$ cat config.mk
export PLATFORM = sky130hd
export DESIGN_NAME = modulo_controlador_ataque
export DESIGN_NICKNAME = d
export VERILOG_FILES = /design/src/rtl/modulo_controlador_ataque_pkg.sv /design/src/rtl/modulo_detector_borda.sv /design/src/rtl/modulo_controlador_ataque.sv
export SDC_FILE = /design/constraint.sdc
export NUM_CORES = 1
export LEC_CHECK = 0
export BUFFER_PORTS_ARGS = -buffer_cell sky130_fd_sc_hd__buf_2
export CAP_MARGIN = 10
export CORE_ASPECT_RATIO = 0.9
export CORE_MARGIN = 3
export CORE_UTILIZATION = 40
export CTS_CLUSTER_SIZE = 8
export DETAILED_ROUTE_END_ITERATION = 16
export HOLD_SLACK_MARGIN = 0.1
export SETUP_SLACK_MARGIN = 0.1
export SYNTH_ARGS = -nofsm -noshare
export SYNTH_HDL_FRONTEND = slang
export SYNTH_SLANG_ARGS = --single-unit
export TNS_END_PERCENT = 30
$ cat constraint.sdc
create_clock -name clk -period 4.1 [get_ports clk]
set_input_delay 0.41 -clock clk [delete_from_list [all_inputs] [get_ports clk]]
set_output_delay 0.41 -clock clk [all_outputs]
set_load 0.01 [all_outputs]
$ cat src/rtl/modulo_controlador_ataque_pkg.sv
// Shared types and constants for the attack controller: FSM states, status codes,
// board geometry and the (row, column) to map-bit index function.
`timescale 1ns/1ps
package modulo_controlador_ataque_pkg;

    localparam logic [2:0] ROWS = 3'd5;
    localparam logic [2:0] COLS = 3'd7;

    typedef enum logic [2:0] {
        IDLE   = 3'd0,
        CHECK  = 3'd1,
        UPDATE = 3'd2,
        RESULT = 3'd3,
        END    = 3'd4
    } state_t;

    typedef enum logic [1:0] {
        ST_NONE    = 2'b00,
        ST_WATER   = 2'b01,
        ST_HIT     = 2'b10,
        ST_INVALID = 2'b11
    } status_t;

    // Column-major map, row 0 in the most significant bit of each 5-bit column group.
    function automatic logic [5:0] cell_idx(input logic [2:0] r, input logic [2:0] c);
        logic [5:0] base;
        base = {3'b000, c} * 6'd5;
        return base + (6'd4 - {3'b000, r});
    endfunction

endpackage

$ cat src/rtl/modulo_detector_borda.sv
// Two-flop synchronizer and rising-edge detector for the confirm button.
// Stays disarmed after reset until the synchronized input has been seen low.
`timescale 1ns/1ps
module modulo_detector_borda (
    input  logic clk,
    input  logic clr,
    input  logic din,
    output logic pulse
);

    logic       sync1;
    logic       sync2;
    logic       prev;
    logic       armed;
    logic [1:0] primed;

    always_ff @(posedge clk) begin
        if (!clr) begin
            sync1  <= 1'b0;
            sync2  <= 1'b0;
            prev   <= 1'b0;
            armed  <= 1'b0;
            primed <= 2'b00;
        end else begin
            sync1  <= din;
            sync2  <= sync1;
            prev   <= sync2;
            primed <= {primed[0], 1'b1};
            // sync2 only holds a real sample once primed[1] is set; a held button never arms us
            armed  <= armed | (primed[1] & ~sync2);
        end
    end

    assign pulse = armed & sync2 & ~prev;

endmodule

$ cat src/rtl/modulo_controlador_ataque.sv
// Attack controller: validates coordinates, marks the attacked map, counts hits, detects
// the end of game and scans the display. Optional attack budget via macro ATTACK_LIMIT_EN.
`timescale 1ns/1ps
import modulo_controlador_ataque_pkg::*;

module modulo_controlador_ataque #(
    parameter logic [15:0] SCAN_DIV    = 16'd50000,
    parameter logic [5:0]  MAX_ATTACKS = 6'd20
) (
    input  logic        clk,
    input  logic        clr,
    input  logic        button_confirmation,
    input  logic [5:0]  coord_at,
    input  logic [34:0] m_po,
    output logic [34:0] m_at,
    output logic [1:0]  status,
    output logic [5:0]  hits,
    output logic        busy,
    output logic        game_over,
    output logic [2:0]  col_sel,
    output logic [1:0]  dig_sel
);

    localparam logic [5:0] HITS_MAX = 6'd35;

    if (SCAN_DIV == 16'd0 || MAX_ATTACKS == 6'd0) begin : g_bad_param
        $error("SCAN_DIV and MAX_ATTACKS must be at least 1");
    end

    function automatic logic [5:0] sat_inc(input logic [5:0] v);
        return (v >= HITS_MAX) ? v : v + 6'd1;
    endfunction

    state_t     state;
    logic [2:0] row_q;
    logic [2:0] col_q;
    logic [5:0] idx;
    logic       pulse;
    logic       win;
    logic [15:0] div_q;

`ifdef ATTACK_LIMIT_EN
    logic [5:0] attacks;
`endif

    modulo_detector_borda u_detector (
        .clk   (clk),
        .clr   (clr),
        .din   (button_confirmation),
        .pulse (pulse)
    );

    assign idx = cell_idx(row_q, col_q);
    assign win = ((m_po & ~m_at) == 35'd0) && (m_po != 35'd0);

    always_ff @(posedge clk) begin
        if (!clr) begin
            state     <= IDLE;
            row_q     <= 3'd0;
            col_q     <= 3'd0;
            m_at      <= 35'd0;
            status    <= ST_NONE;
            hits      <= 6'd0;
            busy      <= 1'b0;
            game_over <= 1'b0;
`ifdef ATTACK_LIMIT_EN
            attacks   <= 6'd0;
`endif
        end else begin
            case (state)
                IDLE: begin
                    if (pulse && !game_over) begin
                        row_q <= coord_at[5:3];
                        col_q <= coord_at[2:0];
                        state <= CHECK;
                        busy  <= 1'b1;
                    end
                end
                CHECK: begin
                    // Range test first: idx is meaningless for out-of-board coordinates
                    if (row_q >= ROWS || col_q >= COLS) begin
                        status <= ST_INVALID;
                        state  <= RESULT;
                    end else if (m_at[idx]) begin
                        status <= ST_INVALID;
                        state  <= RESULT;
                    end else begin
                        state  <= UPDATE;
                    end
                end
                UPDATE: begin
                    m_at[idx] <= 1'b1;
                    if (m_po[idx]) begin
                        hits   <= sat_inc(hits);
                        status <= ST_HIT;
                    end else begin
                        status <= ST_WATER;
                    end
`ifdef ATTACK_LIMIT_EN
                    attacks <= sat_inc(attacks);
`endif
                    state <= RESULT;
                end
                RESULT: begin
`ifdef ATTACK_LIMIT_EN
                    if (win || attacks >= MAX_ATTACKS) begin
`else
                    if (win) begin
`endif
                        state     <= END;
                        game_over <= 1'b1;
                    end else begin
                        state <= IDLE;
                        busy  <= 1'b0;
                    end
                end
                END: begin
                    game_over <= 1'b1;
                    busy      <= 1'b1;
                end
                default: begin
                    state <= IDLE;
                    busy  <= 1'b0;
                end
            endcase
        end
    end

    // Display scan runs independently of the FSM
    always_ff @(posedge clk) begin
        if (!clr) begin
            div_q   <= 16'd0;
            col_sel <= 3'd0;
            dig_sel <= 2'd0;
        end else if (div_q >= SCAN_DIV - 16'd1) begin
            div_q   <= 16'd0;
            col_sel <= (col_sel == 3'd6) ? 3'd0 : col_sel + 3'd1;
            dig_sel <= (dig_sel == 2'd2) ? 2'd0 : dig_sel + 2'd1;
        end else begin
            div_q <= div_q + 16'd1;
        end
    end

endmodule

==> flow_summary.toml <==
[power]
static-leakage-power_nw = 2.36
pwr-share-comb_pct = 7.8
clock_power_share_pct = 48.4
sw_frac_of_total_pct = 23.0
ir_worst_vdd_uv = 185
p_int_mw = 1.41
power_frac_seq_pct = 43.8
power_density_nw_per_um2 = 333
p_switching_uw = 420
p_total_mw = 1.83

[worst_setup_path]
cp-end-kind = "register"
cp.depth = 12
cp.required_ps = 4370
critPathSlowestCell = "fa_1"
r2r-end = "hits[2]"
path_buf_inv = 1
crit_end = "hits[2]"
startpoint_type = "register"
cp_max_fo = 8
worst_path_most_repeated_cell = "ha_1"
worstReg2RegStart = "row_q[0]"
rrSetupSlack_ps = 440
crit_type = "reg2reg"
critPathLaunch = "row_q[0]"
path_delay_family = "adder cells"
worstPathCellList = "inv_1, ha_1, ha_1, ha_1, fa_1, a21o_1, a21oi_2, xor2_1, o211ai_1, a21o_1, or3_1, a21oi_1"
cp_slowest_stage_delay_ps = 510
worstPathArrival_ps = 3930
reg2reg_depth = 12

[clocking]
clk_pin_slew_ps = 60
clk_latency_ps = 350
root_buffer = "clkbuf_16"
cts_setup_buffers = 0
cts_tree = "yes"
cts_buffer_depth = 2
post_cts_resized = 0
cts.sinks = 81
cts_max_level = 3
cts-hold-fix-buffers = 0
cts_made_buffers = 9

[logic_synthesis]
ys_seq_area_share_pct = 35.4
synth_area_per_cell_sq_um = 8.44
ys_top_cells_by_area = "dfxtp_1 (35%), nor2_1 (6.5%), mux4_2 (4.4%)"
ys_types = 63
synthArstFlopShare_pct = 0
synth_edf_count = 0
yosysMostFrequentCell = "dfxtp_1"
ys_ff_latch = 81
syn_area_sq_um = 4580
ys_warn_count = 0
syn_inst = 543
synth_fp_nets = 602
yosysTopAreaCell = "dfxtp_1"
synth_flop_cell = "dfxtp_1"
yosys.area.top_type_share_pct = 35.4
netlist_top_cells_count = "dfxtp_1 (81), nor2_1 (79), inv_1 (47), nand2_1 (34), a21oi_1 (30)"

[routing]
wl_um = 14000
via_count = 4376
drc = 0
first_pass_iters = 6
drtAntennaViolNets = 0
wl_per_cell_um = 17.7
post_drt_via_cell_ratio = 5.54
drt_iter0_drc = 427

[timing]
maxSlewHeadroom_pct = 31.9
rsz0062_at_grt = "false"
tns_ps = 0
period_needed_ps = 3660
min_period_over_period_pct = 89.3
max_freq_mhz = 273
skew_ps = 9.65
finalSetupViolCount = 0
worst_slew_pin_slew_ps = 1020
hold_violations = 0
layout_setup_ws_ps = 438
drv_slew = 0
whs_ps = 272

[place]
dp_hpwl_um = 10700
port_buffers = 93
placed_cell_area_sq_um = 5150
place.gp.congestion = 0.976
pre_cts_ws_ps = 472

[layout]
drive_above_1_share_pct = 22.6
design_area_sq_um = 5480
fin_nets = 692
antenna-diode-count = 0
syn2layout_area_growth_pct = 19.7

[floorplanning]
rows = 36
coreArea_sq_um = 11000
start_util_pct = 41.7
die_area_sq_um = 12800
die_w_um = 119
io_pins = 94
die_h_um = 108

[global_routing]
grt_overflow = 0
grt_max_degree = 32
grt_pass1_wl_um = 22200
grt_pass1_vias = 4127
antenna_found_initial = 0
grtUsageTotal_pct = 22.5

[outcome]
status = "complete, no violations"

[min_path]
whs_path_depth = 2
hold_path_class = "in2reg"

[job]
maxCapViolations = 0
==> power groups by stage <==
stage | Clock [mW] | Sequential (mW) | Combinational (mW)
after detailed placement | 0 | 0.818 | 0.139
after floorplan | 0 | 0.817 | 0.0836
after global placement | 0 | 0.818 | 0.137
after global routing | 0.942 | 0.802 | 0.155
final | 0.885 | 0.801 | 0.142
after CTS | 0.905 | 0.801 | 0.140
==> state kept, by name, indices dropped and copies added, names as in the netlist, 3 cells and up <==
register,cells
col_q,3
col_sel,3
div_q,16
hits,6
m_at,35
row_q,3
state,3
==> layer usage <==
layer | share of wire, % | vias up | routed length, um | global-route usage, %
met4 | 2.0 | 0 | 278 | 5.96
met1 | 43 | 2066 | 5980 | 29.7
met3 | 8.9 | 25 | 1240 | 6.31
li1 | - | 2111 | - | -
met2 | 46 | 174 | 6520 | 36.3
met5 | 0 | - | 0 | 0
==> cells in the final DEF (no fill, tap or decap), types with 3 or more instances in the layout <==
master / n
and3_1: 5
o21a_1: 10
a31oi_1: 5
and2_1: 4
mux2_2: 3
clkbuf_16: 9
ha_1: 13
buf_2: 93
dfxtp_1: 81
or3b_2: 3
mux2i_1: 18
o211ai_1: 3
a21o_1: 5
nand2b_1: 5
mux4_2: 9
o21ai_0: 14
nand3_1: 16
nor3_1: 10
a221oi_1: 4
nor2_1: 79
a21oi_1: 30
nor2b_1: 8
xor2_1: 9
nand4_1: 5
inv_1: 47
buf_4: 12
or4_1: 3
nor4_1: 26
or3_1: 9
xnor2_1: 13
nand2_1: 34
o22ai_1: 12
==> logic make-up (layout without fill, tap and decap cells) <==
group                    Yosys count  in the layout  synth area share (%)
adder cells (fa/ha/maj)           15             15                  4.42
multiplexers                      32             32                  10.2
flip-flops                        81             81                  35.4
XOR/XNOR                          22             22                  4.20
AND/OR/NAND/NOR                  215            215                  23.0
buffers and inverters             74            169                  7.75
AO/OA/AOI/OAI                    104            104                  15.0
==> worst min-delay path by stage <==
stage	start	to
after floorplan	u_detector.primed[0]	u_detector.primed[1]
after global placement	u_detector.sync1	u_detector.sync2
after detailed placement	u_detector.primed[0]	u_detector.primed[1]
after CTS	button_confirmation	u_detector.sync1
after global routing	button_confirmation	u_detector.sync1
final	button_confirmation	u_detector.sync1
==> through the flow <==
stage | util (%) | std cells
after global routing | 49.9 | 790
after floorplan | - | 543
after global placement | 46.9 | 774
after CTS | 49.9 | 790
after detailed placement | 46.9 | 774
final | 49.9 | 790
==> area by class of cell <==
| cell class | instances | area (sq um) |
|---|---|---|
| Multi-Input combinational cell | 388 | 2610 |
| Inverter | 48 | 180 |
| Sequential cell | 81 | 1620 |
| Clock buffer | 11 | 243 |
| Fill cell | 1111 | 5510 |
| Timing Repair Buffer | 105 | 556 |
| Tap cell | 152 | 190 |
| Clock inverter | 5 | 87.6 |
Note: power is estimated with default switching activity, not from simulation.
